--- config.mk ---
export PLATFORM = sky130hd
export DESIGN_NAME = packet_build_flat
export DESIGN_NICKNAME = d
export VERILOG_FILES = /design/src/rtl/packet_build_if.sv /design/src/rtl/packet_build.sv /design/src/flat_wrapper.sv
export SDC_FILE = /design/constraint.sdc
export NUM_CORES = 1
export LEC_CHECK = 0
export ABC_AREA = 0
export CAP_MARGIN = 10
export CORE_ASPECT_RATIO = 1.1
export CORE_MARGIN = 5
export CORE_UTILIZATION = 40
export CTS_CLUSTER_DIAMETER = 80
export CTS_CLUSTER_SIZE = 10
export DETAILED_ROUTE_END_ITERATION = 6
export PLACE_DENSITY_LB_ADDON = 0.2
export SLEW_MARGIN = 20
export SYNTH_ARGS = -nofsm -noshare
export SYNTH_HDL_FRONTEND = slang
export SYNTH_SLANG_ARGS = --single-unit
--- constraint.sdc ---
create_clock -name clk -period 1.9 [get_ports clk]
set_input_delay 0.38 -clock clk [delete_from_list [all_inputs] [get_ports clk]]
set_output_delay 0.38 -clock clk [all_outputs]
set_load 0.05 [all_outputs]
--- src/rtl/packet_build_if.sv ---
// Field-side and packet-side handshake bundle for packet_build.
// The slave modport is the builder; the master modport is whoever feeds and drains it.
interface packet_build_if;
  logic [1:0] field_in;
  logic       field_valid;
  logic       field_ready;
  logic       drop;
  logic [5:0] payload;
  logic       pkt_valid;
  logic       pkt_ready;
  logic [7:0] pkt_cnt;

  modport slave (
    input  field_in, field_valid, drop, pkt_ready,
    output field_ready, payload, pkt_valid, pkt_cnt
  );

  modport master (
    output field_in, field_valid, drop, pkt_ready,
    input  field_ready, payload, pkt_valid, pkt_cnt
  );
endinterface

--- src/rtl/packet_build.sv ---
// Assembles head/body/tail 2-bit fields into 6-bit packets and queues them
// in a DEPTH-entry FIFO toward a ready/valid consumer.
module packet_build #(
  parameter int DEPTH = 2
) (
  input  logic          clk,
  input  logic          rst,
  packet_build_if.slave bus
);

  localparam int AW = $clog2(DEPTH);
  localparam logic [AW:0] FULL_OCC = (AW+1)'(DEPTH);

  typedef enum logic [1:0] {S_HEAD, S_BODY, S_TAIL} state_t;

  state_t          state_q, state_d;
  logic [1:0]      head_q, body_q;
  logic [5:0]      mem [DEPTH];
  logic [AW-1:0]   wr_ptr, rd_ptr;
  logic [AW:0]     occ;
  logic [7:0]      cnt;
  logic            full, empty, xfer, push, pop;

  assign full  = (occ == FULL_OCC);
  assign empty = (occ == '0);

  // A full buffer stalls only the tail, so a push never coincides with a full-buffer pop.
  assign bus.field_ready = !bus.drop && !(state_q == S_TAIL && full);
  assign xfer            = bus.field_valid && bus.field_ready;
  assign push            = xfer && (state_q == S_TAIL);
  assign pop             = !empty && bus.pkt_ready;

  assign bus.pkt_valid = !empty;
  assign bus.payload   = empty ? 6'b0 : mem[rd_ptr];
  assign bus.pkt_cnt   = cnt;

  always_comb begin
    state_d = state_q;
    if (bus.drop) begin
      state_d = S_HEAD;
    end else if (xfer) begin
      case (state_q)
        S_HEAD:  state_d = S_BODY;
        S_BODY:  state_d = S_TAIL;
        default: state_d = S_HEAD;
      endcase
    end
  end

  always_ff @(posedge clk or negedge rst) begin
    if (!rst) begin
      state_q <= S_HEAD;
      head_q  <= 2'b0;
      body_q  <= 2'b0;
    end else begin
      state_q <= state_d;
      if (bus.drop) begin
        head_q <= 2'b0;
        body_q <= 2'b0;
      end else if (xfer && state_q == S_HEAD) begin
        head_q <= bus.field_in;
      end else if (xfer && state_q == S_BODY) begin
        body_q <= bus.field_in;
      end
    end
  end

  always_ff @(posedge clk or negedge rst) begin
    if (!rst) begin
      wr_ptr <= '0;
      rd_ptr <= '0;
      occ    <= '0;
      cnt    <= 8'd0;
    end else begin
      if (push) begin
        wr_ptr <= wr_ptr + AW'(1);
        cnt    <= cnt + 8'd1;
      end
      if (pop) rd_ptr <= rd_ptr + AW'(1);
      case ({push, pop})
        2'b10:   occ <= occ + (AW+1)'(1);
        2'b01:   occ <= occ - (AW+1)'(1);
        default: occ <= occ;
      endcase
    end
  end

  // Storage needs no reset: payload is masked to zero whenever the buffer is empty.
  always_ff @(posedge clk) begin
    if (push) mem[wr_ptr] <= {head_q, body_q, bus.field_in};
  end

endmodule
--- src/flat_wrapper.sv ---
// flat-port wrapper written by rule: the top's interface ports become plain ports
module packet_build_flat 
#(
  parameter int DEPTH = 2
)
  (clk, rst, bus_field_in, bus_field_valid, bus_drop, bus_pkt_ready, bus_field_ready, bus_payload, bus_pkt_valid, bus_pkt_cnt);
  packet_build_if bus_i ();
  input  logic clk;
  input  logic rst;
  input wire logic [$bits(bus_i.field_in)-1:0] bus_field_in;
  input wire logic [$bits(bus_i.field_valid)-1:0] bus_field_valid;
  input wire logic [$bits(bus_i.drop)-1:0] bus_drop;
  input wire logic [$bits(bus_i.pkt_ready)-1:0] bus_pkt_ready;
  output wire logic [$bits(bus_i.field_ready)-1:0] bus_field_ready;
  output wire logic [$bits(bus_i.payload)-1:0] bus_payload;
  output wire logic [$bits(bus_i.pkt_valid)-1:0] bus_pkt_valid;
  output wire logic [$bits(bus_i.pkt_cnt)-1:0] bus_pkt_cnt;
  assign bus_i.field_in = bus_field_in;
  assign bus_i.field_valid = bus_field_valid;
  assign bus_i.drop = bus_drop;
  assign bus_i.pkt_ready = bus_pkt_ready;
  assign bus_field_ready = bus_i.field_ready;
  assign bus_payload = bus_i.payload;
  assign bus_pkt_valid = bus_i.pkt_valid;
  assign bus_pkt_cnt = bus_i.pkt_cnt;
  packet_build #(.DEPTH(DEPTH)) u_core (.clk(clk), .rst(rst), .bus(bus_i));
endmodule
After elaboration in Yosys (flattened, before gate mapping)
Memory sizes are Yosys's and may differ from the RTL's.
Cells that the tools add are included.
{"block": "word_totals", "regBits": 18, "mem_bits_rw": 12, "inputBits": 7, "elab_cells": 48, "memories": 1}
{"block": "op_classes", "addsub": 5, "n_eq_ne": 6, "mux": 12, "n_reduce_logical": 17}
{"memory": "u_core.mem", "depth": 2, "width": 6, "rd": 1, "rd_clocked_by_memory_dff": 0, "wr": 1, "line": "packet_build.sv:18", "rtl": "logic [5:0] mem [DEPTH];"}
{"operator": "2-bit 2-to-1 mux", "n": 7}
{"operator": "8-bit by 1-bit adder with 8-bit output, second input constant", "n": 1}
{"operator": "2-bit one-hot mux with 2 select lines", "n": 2}
{"operator": "2-bit nonzero test", "n": 4}
{"operator": "1-bit logical AND", "n": 7}
{"operator": "2-bit == test, second input constant", "n": 3}
{"operator": "6-bit 2-to-1 mux", "n": 1}
{"operator": "2-bit by 1-bit == test with 1-bit output, second input constant", "n": 2}
{"operator": "2-bit zero test", "n": 2}
{"operator": "1-bit zero test", "n": 3}
{"operator": "1-bit adder, second input constant", "n": 2}
{"operator": "2-bit by 1-bit adder with 2-bit output, second input constant", "n": 1}
{"operator": "1-bit 2-to-1 mux", "n": 2}
{"operator": "2-bit != test, second input constant", "n": 1}
{"operator": "2-bit AND reduction", "n": 1}
{"operator": "2-bit by 1-bit subtractor with 2-bit output, second input constant", "n": 1}

Logic depth before layout (Yosys ltp)
Gate-level depths: netlist of run 1.
{"block": "depth", "depth_word": 9, "mapped_depth": 9, "depth_no_buf": 7}

Worst setup path after synthesis of run 1
Ideal clock, no wire load.
{"block": "synth_path", "kind": "register to output", "start": "register u_core.rd_ptr", "end": "output port bus_payload[0]", "arrival_ns": 1.407, "required_time_ns": 1.520, "path_slack_ns": 0.113, "stages_incl_launch_ff": 4, "path_buffers": 1, "path_cell_list": "dfrtp_1 clkbuf_1 mux2i_1 nor2_1"}
{"block": "synth_between", "elab_chain_len": 2}
{"element": "from (decl)", "line": "packet_build.sv:19", "rtl": "logic [AW-1:0] wr_ptr, rd_ptr;"}
{"element": "from (signal assigned)", "line": "packet_build.sv:79", "rtl": "if (pop) rd_ptr <= rd_ptr + AW'(1);"}
{"element": "memory 2 x 6 bit"}
{"element": "6-bit 2-to-1 mux", "line": "packet_build.sv:34", "rtl": "assign bus.payload = empty ? 6'b0 : mem[rd_ptr];"}
{"element": "to (decl)", "line": "flat_wrapper.sv:15", "rtl": "output wire logic [$bits(bus_i.payload)-1:0] bus_payload;"}
No other way between the ends.

Worst setup path after layout of run 1
{"block": "layout_path", "start": "register u_core.occ[0]", "end": "output port bus_field_ready"}
{"block": "layout_between", "elab_chain_len": 4}
{"element": "from (decl)", "line": "packet_build.sv:20", "rtl": "logic [AW:0] occ;"}
{"element": "from (signal assigned)", "line": "packet_build.sv:81", "rtl": "2'b10: occ <= occ + (AW+1)'(1);"}
{"element": "from (signal assigned)", "line": "packet_build.sv:82", "rtl": "2'b01: occ <= occ - (AW+1)'(1);"}
{"element": "2-bit == test", "line": "packet_build.sv:24", "rtl": "assign full = (occ == FULL_OCC);"}
{"element": "1-bit logical AND", "line": "packet_build.sv:28", "rtl": "assign bus.field_ready = !bus.drop && !(state_q == S_TAIL && full);"}
{"element": "1-bit zero test", "line": "packet_build.sv:28"}
{"element": "1-bit logical AND", "line": "packet_build.sv:28"}
{"element": "to (decl)", "line": "flat_wrapper.sv:14", "rtl": "output wire logic [$bits(bus_i.field_ready)-1:0] bus_field_ready;"}
No other way between the ends.

==> flow_summary_export.csv, run 1 <==
group,metric,value,unit
clock_tree,cts_root_buf,"clkbuf_4",
timing,slew_violations,0,
timing,layout_min_cycle_time,1.77,ns
setup_path,cp-end-kind,"output pin",
yosys,yosys-mux-area-fraction,0.0763,
clock_tree,ctsHoldBuffers,0,
timing,hold_viol,0,
yosys,yosys.area_share.simple,0.147,
yosys,synth_top_family_by_area,"simple AND/OR/NAND/NOR gates",
clock_tree,cts_resized,0,
die,core_area,3100,µm²
clock_tree,h-tree-depth,2,
cells_and_area,nets,143,
yosys,ys.warnings.count,0,
routing,drtIter0Drc,13,
routing,drcViolationCount,0,
setup_path,path_class,"reg -> out",
die,start_util,0.423,
cells_and_area,area_growth,25.9,%
routing,antenna_left,0,
yosys,synth_fa_ha_area_frac,0.0191,
worst_hold_path,min-delay-path-class,"in -> async",
routing,drt-vias-per-instance,4.79,
placement,dp_hpwl,1780,µm
cells_and_area,fin_util,0.532,
yosys,synth.distinct_cells,25,
status,status,"completed",
global_route,grt_pass1_vias,942,
cells_and_area,drive_gt1_frac,0.267,
placement,placed_cell_area,1570,µm²
yosys,syn_nets,109,
global_route,grt_max_degree,19,
yosys,synth-compound-area-share,0.0153,
timing,fin_tns_setup,0,ns
setup_path,path_max_fanout,4,
timing,max-slew-margin-rel,0.751,
die,die_y,70.1,µm
die,die_x,64.6,µm
clock_tree,cts_setup_buffers,0,
clock_tree,clock-sinks,30,
setup_path,critPathLaunchType,"flop",
yosys,synth_xor_area_frac,0.0802,
yosys,synth-seq-area-share,0.618,
timing,worst_pin_slew,0.374,ns
global_route,grt_antenna_before_repair,0,
cells_and_area,nFillCells,276,
timing,finClkSkew,0.00620,ns
die,io_pins,23,
global_route,grt_pass1_wl,4450,µm
timing,rsz0062_at_grt,"no",
power,p_per_area,1270,nW/µm²
die,die-area,4520,µm²
power,cellLeakagePower,0.000791,µW
power,power,2090,µW
placement,place.gp.congestion,0.722,
routing,wl_per_cell,14.0,µm
global_route,grt-ovfl-total,0,
clock_tree,cts_tree,"done",
yosys,syn_area,1310,µm²
yosys,ys_ff_latch,30,
setup_path,crit_arrival,1.39,ns
global_route,gr-usage-all-layers,0.130,
yosys,async_flop_share,0.600,
setup_path,r2r_slack,0.35,ns
power,ir_drop,489,µV
timing,period_share,0.933,
clock_tree,clock_latency,0.33,ns
yosys,synth_area_per_cell,13.1,µm²
setup_path,cp.required,1.52,ns
clock_tree,cts.reportedPaths.clkPinSlew,0.09,ns
flow_run,maxCapViolCount,0,
die,fp-row-count,21,
clock_tree,cts_buffer_depth,2,
yosys,synth-main-ff-cell,"dfrtp_1",
timing,max_freq,564,MHz
yosys,synth_edf_count,12,
yosys,syn_inst,100,
cells_and_area,final_area,1650,µm²
routing,dr.pass1.iters,4,
routing,vias,809,
clock_tree,numCtsBuffers,5,
routing,drt-total-wl,2370,µm
timing,setup_viol,0,
cells_and_area,num_antenna_cells,0,
placement,numPortBuffers,22,
timing,whs,0.374,ns
[cells in the final DEF, fill, tap and decap left out]
master           count
a21oi_1              3
and2_4               1
and4_1               1
and4bb_1             1
buf_12               1
buf_4               23
clkbuf_4             5
clkbuf_8             3
clkdlybuf4s50_1      6
dfrtp_1             18
edfxtp_1            12
ha_1                 2
inv_1                3
inv_8                1
mux2i_1             10
nand2_1              6
nand2b_1             1
nand3_1              2
nand3b_1             1
nand4_1              2
nor2_1              16
nor2b_1              1
nor3_1               1
nor3_4               2
o21ai_0              1
xnor2_1              8
xor2_1               4
[final timing paths]
check / startpoint / endpoint / cells after the start
max: u_core.occ[0] / bus_field_ready / 4
min in group clk: u_core.bus.pkt_cnt[7] / u_core.bus.pkt_cnt[7] / 1
min reg2reg: u_core.bus.pkt_cnt[7] / u_core.bus.pkt_cnt[7] / 1
min: rst / u_core.occ[1] / 2
max reg2reg: u_core.state_q[0] / u_core.occ[1] / 6
max in group asynchronous: rst / u_core.body_q[0] / 2
[kinds of logic after synthesis]
group / after synthesis
flops: 30
compound gates: 4
simple gates: 35
fa+ha+maj: 2
buf+inv: 7
xor+xnor: 12
mux: 10
[registers in the layout, summed over array words and instances, names as in the netlist]
name and flops:
u_core.bus.pkt_cnt 8, u_core.rd_ptr 1, u_core.wr_ptr 1, u_core.occ 2, u_core.head_q 2, u_core.mem 12, u_core.state_q 2, u_core.body_q 2
[final cells by class]
type                    count  area (µm²)  area share
clock buffers               8        78.8      0.0478
inverters                   4        22.5      0.0136
flip-flops and latches     30         811       0.491
well taps                  34        42.5      0.0258
repair buffers             30         253       0.153
multi-input cells          63         443       0.268
[stage by stage]
stage,std cells,worst slack (ns)
final,169,0.126
after global routing,169,0.00708
after CTS,169,0.0964
after detailed placement,161,-0.0848
after global placement,161,-0.0117
after floorplan,100,0.113
[routing by layer]
metal,part of all wire,track usage,up-vias
met1,0.43,0.152,370
met5,0,0,-
li1,-,-,412
met4,0.024,0.0634,0
met3,0.058,0.0497,7
met2,0.49,0.209,20
[cells in the mapped netlist, types with 2 or more instances]
| cell type | count | share of area |
|---|---|---|
| nand3_1 | 2 | 0.0076 |
| edfxtp_1 | 12 | 0.27 |
| xnor2_1 | 8 | 0.053 |
| mux2i_1 | 10 | 0.076 |
| dfrtp_1 | 18 | 0.34 |
| a21oi_1 | 3 | 0.011 |
| nand4_1 | 2 | 0.0095 |
| nand2_1 | 6 | 0.017 |
| inv_1 | 3 | 0.0086 |
| nor3_4 | 2 | 0.025 |
| xor2_1 | 4 | 0.027 |
| nor2_1 | 16 | 0.046 |
| ha_1 | 2 | 0.019 |
[critical path, stage by stage (launching register included)]
cell      delay [ns]
dfrtp_1         0.42
nand2b_1        0.15
nor2_1          0.06
a21oi_1         0.25
buf_12          0.17
[power breakdown]
group          switching (µW)  internal, µW  total [µW]
logic                     499           283         781
registers                99.9           746         846
clock network             212           253         465
total                     811          1280        2090
(Power assumes the default switching activity.)
==> run 2: changes to the inputs <==
--- a/config.mk
+++ b/config.mk
@@ -7,13 +7,13 @@
 export LEC_CHECK = 0
 export ABC_AREA = 0
 export CAP_MARGIN = 10
-export CORE_ASPECT_RATIO = 1.1
 export CORE_MARGIN = 5
 export CORE_UTILIZATION = 40
 export CTS_CLUSTER_DIAMETER = 80
 export CTS_CLUSTER_SIZE = 10
 export DETAILED_ROUTE_END_ITERATION = 6
 export PLACE_DENSITY_LB_ADDON = 0.2
+export RECOVER_POWER = 50
 export SLEW_MARGIN = 20
 export SYNTH_ARGS = -nofsm -noshare
 export SYNTH_HDL_FRONTEND = slang
==> run 2 against run 1 <==
Sequential power barely moved. Worst hold slack improved by 0.090 ns. Total power fell by 5.7%. Critical path type unchanged. Largest cell class unchanged. Largest power group unchanged.
==> flow_summary_export.csv, run 2 (synthesis gave the netlist of run 1 again) <==
group,metric,value,unit
routing,wl_per_cell,12.7,µm
worst_hold_path,min-delay-path-class,"reg -> reg",
setup_path,cp.required,1.52,ns
timing,period_share,0.921,
cells_and_area,num_antenna_cells,0,
placement,dp_hpwl,1700,µm
clock_tree,cts_buffer_depth,2,
flow_run,maxCapViolCount,0,
placement,place_inst,171,
cells_and_area,multi_input_area,443,µm²
setup_path,path_class,"reg -> out",
clock_tree,cts_tree,"done",
cells_and_area,layoutNonFillerInstCount,179,
routing,drcViolationCount,0,
global_route,grt_antenna_before_repair,0,
clock_tree,cts_resized,0,
setup_path,critical-path-slowest-cell,"dfrtp_1",
setup_path,crit_arrival,1.37,ns
cells_and_area,mostFrequentLayoutCells,"buf_4 (20), dfrtp_1 (18), nor2_1 (16)",
clock_tree,clock-sinks,30,
routing,drt-total-wl,2280,µm
cells_and_area,register_area,811,µm²
timing,fin_tns_setup,0,ns
cells_and_area,area_growth,23.9,%
power,ir_drop,495,µV
placement,placed_cell_area,1580,µm²
cells_and_area,nets,143,
timing,max-slew-margin-rel,0.342,
global_route,grt_pass1_vias,832,
die,fp-row-count,20,
clock_tree,h-tree-depth,2,
setup_path,path_delay_family,"flip-flops",
routing,vias,817,
die,die_y,67.3,µm
setup_path,cpPeakStageDelay,0.43,ns
timing,setup_viol,0,
cells_and_area,top_register,"u_core.mem",
timing,rsz0062_at_grt,"no",
timing,slew_violations,0,
setup_path,cp-end-kind,"output pin",
cells_and_area,largest_reg_flops,12,
setup_path,critPathLaunchType,"flop",
cells_and_area,mostFrequentLayoutCell,"buf_4",
cells_and_area,final_area,1620,µm²
routing,dr.pass1.iters,2,
power,p_per_area,1220,nW/µm²
timing,max_freq,571,MHz
global_route,gr-usage-all-layers,0.118,
placement,numPortBuffers,22,
global_route,grt_max_degree,19,
timing,worst_pin_slew,0.987,ns
clock_tree,clock_latency,0.32,ns
timing,whs,0.464,ns
setup_path,cp_cell_sequence,"nor2_1, buf_4, nor2_1, buf_4",
die,die-area,4520,µm²
timing,layout_min_cycle_time,1.75,ns
timing,finClkSkew,0.0102,ns
die,io_pins,23,
die,core_area,3100,µm²
routing,drt-vias-per-instance,4.56,
placement,place.gp.congestion,0.706,
die,die_x,67.3,µm
setup_path,path_max_fanout,7,
clock_tree,cts_setup_buffers,0,
setup_path,worst-path-buf-inv,2,
clock_tree,cts_root_buf,"clkbuf_4",
global_route,grt_pass1_wl,3810,µm
cells_and_area,drive_gt1_frac,0.237,
clock_tree,numCtsBuffers,5,
cells_and_area,nFillCells,309,
clock_tree,ctsHoldBuffers,0,
power,power,1970,µW
routing,antenna_left,0,
status,status,"completed",
die,start_util,0.423,
power,cellLeakagePower,0.000768,µW
clock_tree,cts.reportedPaths.clkPinSlew,0.09,ns
routing,drtIter0Drc,17,
global_route,grt-ovfl-total,0,
timing,hold_viol,0,
[run 2: cell types whose count changed in the layout (fill, tap and decap cells not counted)]
cell             change
dlygate4sd3_1        +4
clkdlybuf4s50_1      -4
clkinv_2             +2
clkbuf_1             +4
clkbuf_8             -3
buf_4                -3
[run 2: final timing paths]
path	depth (start not counted)	slack (ns)	endpoint	start
setup / recovery	4	0.15	bus_payload[0]	u_core.occ[0]
min in group asynchronous	2	0.72	u_core.body_q[1]	rst
setup reg to reg	6	0.32	u_core.occ[1]	u_core.state_q[0]
hold / removal	1	0.46	u_core.bus.pkt_cnt[7]	u_core.bus.pkt_cnt[7]
hold reg to reg	1	0.46	u_core.bus.pkt_cnt[7]	u_core.bus.pkt_cnt[7]
max in group asynchronous	2	0.57	u_core.head_q[1]	rst
[run 2: metal layers]
layer / wire length, µm / GRT usage
met1: 1070 / 0.144
met2: 1070 / 0.180
met4: 46 / 0.0608
met3: 98 / 0.0449
met5: 0 / 0
[run 2: cell type report]
class,instances,share of cell area
clock inverter,2,0.00616
clock buffer,6,0.0254
timing repair buffer,30,0.149
multi-input combinational,63,0.273
tap,44,0.0339
sequential,30,0.499
inverter,4,0.0139
[run 2: stage by stage]
| step | utilization | setup WS [ns] |
|---|---|---|
| floorplan | - | 0.113 |
| global placement | 0.510 | -0.0212 |
| detailed placement | 0.510 | -0.0664 |
| CTS | 0.527 | 0.109 |
| global route | 0.523 | 0.0308 |
| finish | 0.523 | 0.150 |
[run 2: power breakdown]
group	internal, µW	total, µW	leakage (µW)	switching, µW
Sequential	746	845	0.000348	98.5
Combinational	280	782	0.000387	502
Clock	141	347	0.0000320	206
Total	1170	1970	0.000768	807
